--- config.mk ---
export PLATFORM = sky130hd
export DESIGN_NAME = bram_stream_reader
export DESIGN_NICKNAME = d
export VERILOG_FILES = /design/src/rtl/bram_pkg.sv /design/src/rtl/bram_rd_fifo.sv /design/src/rtl/bram_stream_reader.sv
export SDC_FILE = /design/constraint.sdc
export NUM_CORES = 1
export LEC_CHECK = 0
export ABC_AREA = 0
export BUFFER_PORTS_ARGS = -buffer_cell sky130_fd_sc_hd__buf_2
export CORE_AREA = 2 2 110 59
export DETAILED_ROUTE_END_ITERATION = 10
export DIE_AREA = 0 0 112 61
export GPL_ROUTABILITY_DRIVEN = 0
export GPL_TIMING_DRIVEN = 1
export PLACE_DENSITY_LB_ADDON = 0.05
export SLEW_MARGIN = 20
export SYNTH_ARGS = -nofsm -noshare
export SYNTH_HDL_FRONTEND = slang
export SYNTH_HIERARCHICAL = 1
export SYNTH_SLANG_ARGS = --single-unit
--- constraint.sdc ---
create_clock -name clka -period 8 [get_ports clka]
set_clock_uncertainty 0.2 [all_clocks]
set_input_delay 1.6 -clock clka [delete_from_list [all_inputs] [get_ports clka]]
set_output_delay 1.6 -clock clka [all_outputs]
set_load 0.005 [all_outputs]
--- src/rtl/bram_pkg.sv ---
// Shared constants and types for the BRAM pattern writer/reader pair.
package bram_pkg;

   localparam int unsigned DEPTH  = 60;
   localparam int unsigned DATA_W = 8;
   localparam int unsigned ADDR_W = 6;

   typedef enum logic [1:0] {
      StIdle,
      StRead,
      StDrain
   } rd_state_e;

endpackage

--- src/rtl/bram_rd_fifo.sv ---
// Show-ahead FIFO between the BRAM read pipeline and the output stream.
// Head entry is visible on rdata_o whenever valid_o is high.
module bram_rd_fifo #(
   parameter int unsigned Width = 9,
   parameter int unsigned Depth = 4,
   parameter int unsigned CntW  = $clog2(Depth + 1)
) (
   input  logic             clka,
   input  logic             rsta,
   input  logic             push_i,
   input  logic [Width-1:0] wdata_i,
   input  logic             pop_i,
   output logic [Width-1:0] rdata_o,
   output logic             valid_o,
   output logic [CntW-1:0]  count_o
);
   localparam int unsigned PtrW = (Depth > 1) ? $clog2(Depth) : 1;

   logic [Width-1:0] mem_q [Depth];
   logic [PtrW-1:0]  wptr_q, wptr_d;
   logic [PtrW-1:0]  rptr_q, rptr_d;
   logic [CntW-1:0]  cnt_q, cnt_d;
   logic             do_push, do_pop;

   always_comb begin
      do_pop  = pop_i && (cnt_q != '0);
      do_push = push_i && ((cnt_q != CntW'(Depth)) || do_pop);
      wptr_d  = wptr_q;
      rptr_d  = rptr_q;
      if (do_push) begin
         wptr_d = (wptr_q == PtrW'(Depth - 1)) ? '0 : wptr_q + 1'b1;
      end
      if (do_pop) begin
         rptr_d = (rptr_q == PtrW'(Depth - 1)) ? '0 : rptr_q + 1'b1;
      end
      cnt_d = cnt_q + CntW'(do_push) - CntW'(do_pop);
   end

   always_ff @(posedge clka or negedge rsta) begin
      if (!rsta) begin
         wptr_q <= '0;
         rptr_q <= '0;
         cnt_q  <= '0;
         for (int i = 0; i < Depth; i++) mem_q[i] <= '0;
      end else begin
         wptr_q <= wptr_d;
         rptr_q <= rptr_d;
         cnt_q  <= cnt_d;
         if (do_push) mem_q[wptr_q] <= wdata_i;
      end
   end

   assign rdata_o = mem_q[rptr_q];
   assign valid_o = (cnt_q != '0);
   assign count_o = cnt_q;

endmodule

--- src/rtl/bram_stream_reader.sv ---
// Fetches a run of BRAM words (wrapping at DEPTH) and streams them out as valid/ready
// with a last marker, using credit-based issue so the output FIFO never overflows.
module bram_stream_reader #(
   parameter int unsigned DATA_W     = bram_pkg::DATA_W,
   parameter int unsigned ADDR_W     = bram_pkg::ADDR_W,
   parameter int unsigned DEPTH      = bram_pkg::DEPTH,
   parameter int unsigned RD_LAT     = 1,
   parameter int unsigned FIFO_DEPTH = 4
) (
   input  logic              clka,
   input  logic              rsta,
   input  logic              start,
   input  logic [ADDR_W-1:0] start_addr,
   input  logic [ADDR_W:0]   len,
   output logic              busy,
   output logic              done,
   output logic              err,
   output logic              bram_en,
   output logic [ADDR_W-1:0] bram_addr,
   input  logic [DATA_W-1:0] bram_dout,
   output logic              m_valid,
   input  logic              m_ready,
   output logic [DATA_W-1:0] m_data,
   output logic              m_last
);
   import bram_pkg::*;

   localparam int unsigned CntW = $clog2(FIFO_DEPTH + 1);

   rd_state_e         state_q, state_d;
   logic [ADDR_W:0]   rem_q, rem_d;
   logic [ADDR_W-1:0] bram_addr_q, bram_addr_d;
   logic              bram_en_q, bram_en_d;
   logic              tag_last_q, tag_last_d;
   logic [RD_LAT-1:0] vld_sr_q, vld_sr_d;
   logic [RD_LAT-1:0] last_sr_q, last_sr_d;
   logic              done_q, done_d;
   logic              err_q, err_d;
   logic [CntW-1:0]   fifo_cnt;
   logic              pop, can_issue;
   logic [7:0]        outst;

   assign pop = m_valid && m_ready;

   // Outstanding = issued-but-unpopped words; a word popping this cycle frees its slot now.
   always_comb begin
      outst = 8'(fifo_cnt) + 8'(bram_en_q);
      for (int i = 0; i < RD_LAT; i++) outst = outst + 8'(vld_sr_q[i]);
      if (pop) outst = outst - 8'd1;
      can_issue = (outst < 8'(FIFO_DEPTH));
   end

   always_comb begin
      vld_sr_d[0]  = bram_en_q;
      last_sr_d[0] = tag_last_q;
      for (int i = 1; i < RD_LAT; i++) begin
         vld_sr_d[i]  = vld_sr_q[i-1];
         last_sr_d[i] = last_sr_q[i-1];
      end
   end

   always_comb begin
      state_d     = state_q;
      rem_d       = rem_q;
      bram_addr_d = bram_addr_q;
      bram_en_d   = 1'b0;
      tag_last_d  = 1'b0;
      done_d      = 1'b0;
      err_d       = 1'b0;
      unique case (state_q)
         StIdle: begin
            if (start) begin
               if ((len == '0) || (len > (ADDR_W+1)'(DEPTH)) ||
                   ({1'b0, start_addr} >= (ADDR_W+1)'(DEPTH))) begin
                  err_d = 1'b1;
               end else begin
                  bram_en_d   = 1'b1;
                  bram_addr_d = start_addr;
                  rem_d       = len - 1'b1;
                  tag_last_d  = (len == (ADDR_W+1)'(1));
                  state_d     = (len == (ADDR_W+1)'(1)) ? StDrain : StRead;
               end
            end
         end
         StRead: begin
            if (can_issue) begin
               bram_en_d   = 1'b1;
               bram_addr_d = (bram_addr_q == ADDR_W'(DEPTH - 1)) ? '0 : bram_addr_q + 1'b1;
               rem_d       = rem_q - 1'b1;
               if (rem_q == (ADDR_W+1)'(1)) begin
                  tag_last_d = 1'b1;
                  state_d    = StDrain;
               end
            end
         end
         StDrain: begin
            if (pop && m_last) begin
               done_d  = 1'b1;
               state_d = StIdle;
            end
         end
         default: state_d = StIdle;
      endcase
   end

   always_ff @(posedge clka or negedge rsta) begin
      if (!rsta) begin
         state_q     <= StIdle;
         rem_q       <= '0;
         bram_addr_q <= '0;
         bram_en_q   <= 1'b0;
         tag_last_q  <= 1'b0;
         vld_sr_q    <= '0;
         last_sr_q   <= '0;
         done_q      <= 1'b0;
         err_q       <= 1'b0;
      end else begin
         state_q     <= state_d;
         rem_q       <= rem_d;
         bram_addr_q <= bram_addr_d;
         bram_en_q   <= bram_en_d;
         tag_last_q  <= tag_last_d;
         vld_sr_q    <= vld_sr_d;
         last_sr_q   <= last_sr_d;
         done_q      <= done_d;
         err_q       <= err_d;
      end
   end

   bram_rd_fifo #(
      .Width (DATA_W + 1),
      .Depth (FIFO_DEPTH),
      .CntW  (CntW)
   ) u_fifo (
      .clka    (clka),
      .rsta    (rsta),
      .push_i  (vld_sr_q[RD_LAT-1]),
      .wdata_i ({last_sr_q[RD_LAT-1], bram_dout}),
      .pop_i   (pop),
      .rdata_o ({m_last, m_data}),
      .valid_o (m_valid),
      .count_o (fifo_cnt)
   );

   assign busy      = (state_q != StIdle);
   assign done      = done_q;
   assign err       = err_q;
   assign bram_en   = bram_en_q;
   assign bram_addr = bram_addr_q;

endmodule

==> results of run 1 <==
## state kept, by name (all words and copies together), names as in the netlist
register and cells:
u_fifo/mem_q 36, rem_q 7, bram_addr 6, u_fifo/count_o 3
state_q 2, u_fifo/rptr_q 2, u_fifo/wptr_q 2, bram_en 1
done 1, err 1, last_sr_d 1, last_sr_q 1
vld_sr_q 1
## synthesized netlist by cell type, types with 2 or more instances
cell type / count
a211oi_1: 2
a21oi_1: 11
a221oi_1: 2
a32oi_1: 2
and2_1: 2
buf_2: 2
buf_6: 2
clkbuf_1: 3
dfrtp_1: 64
fa_1: 2
ha_1: 13
inv_1: 18
mux2_2: 43
mux4_2: 9
nand2_1: 17
nand3_1: 8
nand3b_1: 3
nand4_1: 6
nor2_1: 16
nor2_2: 4
nor3_1: 6
nor4b_1: 2
o211ai_1: 10
o21ai_0: 4
o31ai_1: 2
o32ai_1: 2
xnor2_1: 5
xor2_1: 4
## metal layers
layer	GRT usage (%)	vias up
met5	0	-
met4	7.32	0
met3	8.29	16
met2	33.9	101
met1	38.4	1249
li1	-	1156
## worst max-delay path, cell delays in order, from the launching register on
cell,delay (ns)
dfrtp_1,0.77
mux4_2,0.62
buf_2,0.15
## kinds of logic (layout without fill, tap and decap cells)
kind of cell | after synthesis | count (layout) | synth area share (%)
compound gates | 44 | 44 | 9.36
xor+xnor | 10 | 10 | 2.73
fa+ha+maj | 15 | 15 | 5.81
buf+inv | 26 | 79 | 3.30
flops | 64 | 64 | 45.9
mux | 54 | 54 | 20.5
simple gates | 75 | 75 | 12.4
## power by group through the flow
stage / registers (uW) / clock network [uW] / logic (uW)
floorplan: 578 / 0 / 639
global placement: 633 / 0 / 782
detailed placement: 638 / 0 / 799
CTS: 637 / 367 / 805
global route: 666 / 380 / 881
finish: 639 / 355 / 806
## cell type report
cell class / count / area [um2]
Inverter: 19 / 71.3
Multi-Input combinational cell: 198 / 1770
Clock buffer: 12 / 256
Sequential cell: 64 / 1600
Clock inverter: 3 / 17.5
Timing Repair Buffer: 45 / 228
Tap cell: 77 / 96.3
Fill cell: 443 / 1810
## through the flow
step | utilization (%) | hold WS [ns]
3_3_place_gp | 64.4 | 0.136
6_report | 69.0 | 0.155
4_1_cts | 69.0 | 0.158
2_1_floorplan | - | 0.131
5_1_grt | 69.0 | 0.172
3_5_place_dp | 64.4 | 0.147
## worst paths after layout
path / start / end / slack [ns] / depth (start not counted)
max in group asynchronous: rsta / bram_addr[5] / 5.85 / 2
min reg2reg: last_sr_d / last_sr_q / 0.16 / 0
min: last_sr_d / last_sr_q / 0.16 / 0
max: u_fifo/rptr_q[0] / m_last / 4.33 / 2
min in group asynchronous: rsta / u_fifo/mem_q[13] / 1.24 / 2
max reg2reg: u_fifo/count_o[2] / u_fifo/count_o[2] / 4.58 / 11
==> out/metrics.cfg, run 1 <==
[placed_design]
numPortBuffers = 44
dp_hpwl_mm = 5.46
placed_cells = 403
dp_slack_ns = 4.00
place_area_um2 = 3770

[die]
num_io_pins = 45
core.rowCount = 20
die-area_um2 = 6830
core_um2 = 5860
die_w_um = 112
die_h_um = 61
start_util_pct = 59.6

[drt]
wl_met1_mm = 3.85
drc_errors = 0
wl_met3_um = 594
wl_per_cell_um = 18.7
finalWirelength_mm = 7.83
vias = 2522
ant_nets = 0
drt_iter0_drc = 238
wl_met2_mm = 3.28
viasPerCell = 6.03
top_layer_used = met4
drt_pass1_iterations = 5

[cts]
cts-htree-levels = 3
holdBufCountCts = 0
cts_buffer_depth = 2
clk_pin_slew_worst_paths_ns = 0.05
post_cts_buffers = 0
cts_tree = built
clock-root-buffer = clkbuf_16
cts-resized-gates = 0
cts.sinks = 64
cts_buffers = 9
clk_latency_ns = 0.33

[sta]
setup_violations = 0
finalHoldViolCount = 0
slew_headroom_pct = 38.4
min_period_ns = 3.67
period_share_pct = 45.9
slew_violations = 0
worst_slack_ns = 4.33
worst_pin_slew_ns = 0.920
max_freq_ghz = 0.273
rsz0062_at_grt = no
tns_ns = 0

[synthesis]
netlist_top_cells_area = dfrtp_1 46%, mux2_2 14%, mux4_2 5.8%, ha_1 4.7%, o211ai_1 2.2%
syn-cell-area_um2 = 3490
synth_cells = 288
ys_warn_count = 6
synth_top_area_share_pct = 45.9
synthArstFlopShare_pct = 100
synth-main-ff-cell = dfrtp_1
synth-seq-cells = 64
seq_area_frac_synth_pct = 45.9
synth_fp_nets = 328
yosysTopAreaCell = dfrtp_1
synthDistinctLibCells = 52
synth-edff-count = 0
syn_area_per_cell_um2 = 12.1

[layout]
stdcell_area_um2 = 4040
instances_no_fill = 418
final_cell_mix = 64 x dfrtp_1, 44 x buf_2, 43 x mux2_2
drive_gt1_share_pct = 37.8
diodes = 0
area_delta_synth_final_pct = 15.9
finalNetCount = 377
final_common_cell = dfrtp_1

[pwr]
combinationalPowerShare_pct = 44.8
power_frac_clock_pct = 19.7
switching_power_uw = 679
netSwitchingFraction_pct = 37.7
internal_power_uw = 1120
power.leakage_uw = 0.00176
powerDensity_nw_per_um2 = 445
finalPower_uw = 1800
ir_worst_vdd_mv = 0.234
power.share.sequential_pct = 35.5

[worst_setup_path]
end_kind = primary output
crit_required_ns = 6.20
cp-start-kind = flip-flop
cp.arrival_ns = 1.87
critPathMaxFanout = 12
crit_type = reg2out

[global_routing]
grt_max_degree = 65
grt.total_usage_pct = 25.1
grt-ovfl-total = 0
grt_pass1_wl_mm = 12.6
grt_antenna_before_repair = 0
grt_pass1_vias = 2350

[run]
max-cap-violations = 0

[status]
status = finished clean

[hold_path]
hp-class = reg2reg

(Power assumes the default switching activity.)
==> run 2: changes to the inputs <==
- CORE_AREA: 2 2 110 59 -> 2 2 113 60
- DIE_AREA: 0 0 112 61 -> 0 0 115 62
- clock period: 8 -> 3.6 ns (I/O delays scaled with it)
==> run 2 against run 1 <==
Setup slack got worse by 3.9 ns. Sequential power rose by 120%. Non-clock buffer count rose by 2. Sequential share of layout area fell by 0.56 points. Sequential cell count did not move. Final cell count rose by 1.4%. Die area rose by 4.4%. Utilization fell by 4.0 points. Register-to-register slack got worse by 4.2 ns. Largest cell class unchanged.
==> out/metrics.cfg, run 2 (synthesized netlist as in run 1, its figures left out) <==
[hold_path]
hold_path.startpoint = last_sr_d
hp-class = reg2reg

[layout]
ff_latch_area_um2 = 1600
drive_gt1_share_pct = 38.4
final_cell_mix = 64 x dfrtp_1, 44 x buf_2, 43 x mux2_2
diodes = 0
area_delta_synth_final_pct = 17.5
regMostFlops = u_fifo/mem_q
largest_reg_flops = 36
finalNetCount = 379
final_common_cell = dfrtp_1
nFillCells = 477
multi_input_area_um2 = 1770

[cts]
cts.sinks = 64
holdBufCountCts = 0
clock-root-buffer = clkbuf_16
post_cts_buffers = 0
cts_tree = built
cts-htree-levels = 3
cts_buffer_depth = 2
cts_buffers = 9
cts-resized-gates = 0
clk_latency_ns = 0.33
clk_pin_slew_worst_paths_ns = 0.06

[global_routing]
grt-ovfl-total = 0
grt_pass1_wl_mm = 11.9
grt.total_usage_pct = 23.1
grt_antenna_before_repair = 0
grt_pass1_vias = 2227
grt_max_degree = 65

[run]
max-cap-violations = 0

[worst_setup_path]
crit_required_ns = 3.60
cp-startpoint = u_fifo/count_o[2]
critPathMaxFanout = 10
cp-start-kind = flip-flop
rr_startpoint = u_fifo/count_o[2]
crit_type = reg2reg
cp.arrival_ns = 3.22
end_kind = flip-flop

[placed_design]
numPortBuffers = 44
dp_hpwl_mm = 5.37

[status]
status = finished clean

[sta]
min_period_ns = 3.22
slew_violations = 0
max_freq_ghz = 0.311
setup_violations = 0
tns_ns = 0
rsz0062_at_grt = no
slew_headroom_pct = 46.5
finalHoldViolCount = 0
fin_hold_ws_ns = 0.156
period_share_pct = 89.4
worst_pin_slew_ns = 0.803

[drt]
ant_nets = 0
wl_per_cell_um = 17.7
drt_iter0_drc = 264
finalWirelength_mm = 7.49
drc_errors = 0
drt_pass1_iterations = 4
vias = 2433
viasPerCell = 5.74

[die]
core_um2 = 6310
num_io_pins = 45
core.rowCount = 21
die_w_um = 115
die-area_um2 = 7130
die_h_um = 62
start_util_pct = 55.3

[pwr]
ir_worst_vdd_mv = 0.537
power.leakage_uw = 0.00179
powerDensity_nw_per_um2 = 1010

-- run 2: path summary, 6_finish.rpt --
check / end / slack [ns] / cells after the start
hold / removal: last_sr_q / 0.16 / 0
min in group asynchronous: u_fifo/mem_q[34] / 0.35 / 2
max in group asynchronous: rem_q[4] / 2.31 / 2
setup reg to reg: u_fifo/count_o[2] / 0.38 / 11
hold reg to reg: last_sr_q / 0.16 / 0
setup / recovery: u_fifo/count_o[2] / 0.38 / 11
-- run 2: area by class of cell --
type,count,share of cell area (%)
multi-input cells,198,43.2
clock inverters,6,2.04
inverters,19,1.74
repair buffers,47,5.92
clock buffers,10,5.58
well taps,80,2.44
flip-flops and latches,64,39.1
-- run 2: worst max-delay path, cell delays in order (launching register included) --
cell and delay (ns):
dfrtp_1 0.48, or3_2 0.58, and2_1 0.23, nor4b_4 0.29, or2b_2 0.18, ha_1 0.23, inv_1 0.06, ha_1 0.13
inv_1 0.05, fa_1 0.37, xnor2_1 0.15, xnor2_1 0.14
-- run 2: stage by stage --
| stage | setup WS [ns] | cells | util, % | total power, uW | area, um2 |
|---|---|---|---|---|---|
| after floorplan | 0.390 | 288 | - | 2700 | 3490 |
| after global placement | 0.478 | 408 | 60.1 | 3180 | 3790 |
| after detailed placement | 0.434 | 408 | 60.1 | 3210 | 3790 |
| after CTS | 0.371 | 424 | 65.0 | 4150 | 4100 |
| after global routing | 0.196 | 424 | 65.0 | 4450 | 4100 |
| final | 0.383 | 424 | 65.0 | 4140 | 4100 |
-- run 2: power by group --
part / leakage [uW] / internal, uW / switching [uW]
Sequential: 0.000766 / 1060 / 346
Combinational: 0.000869 / 951 / 868
Clock: 0.000156 / 603 / 310
-- run 2: layer usage --
layer	global-route usage [%]	wire length (um)
met3	9.41	650
met5	0	0
met2	28.2	2810
met1	36.6	3940
met4	6.37	80
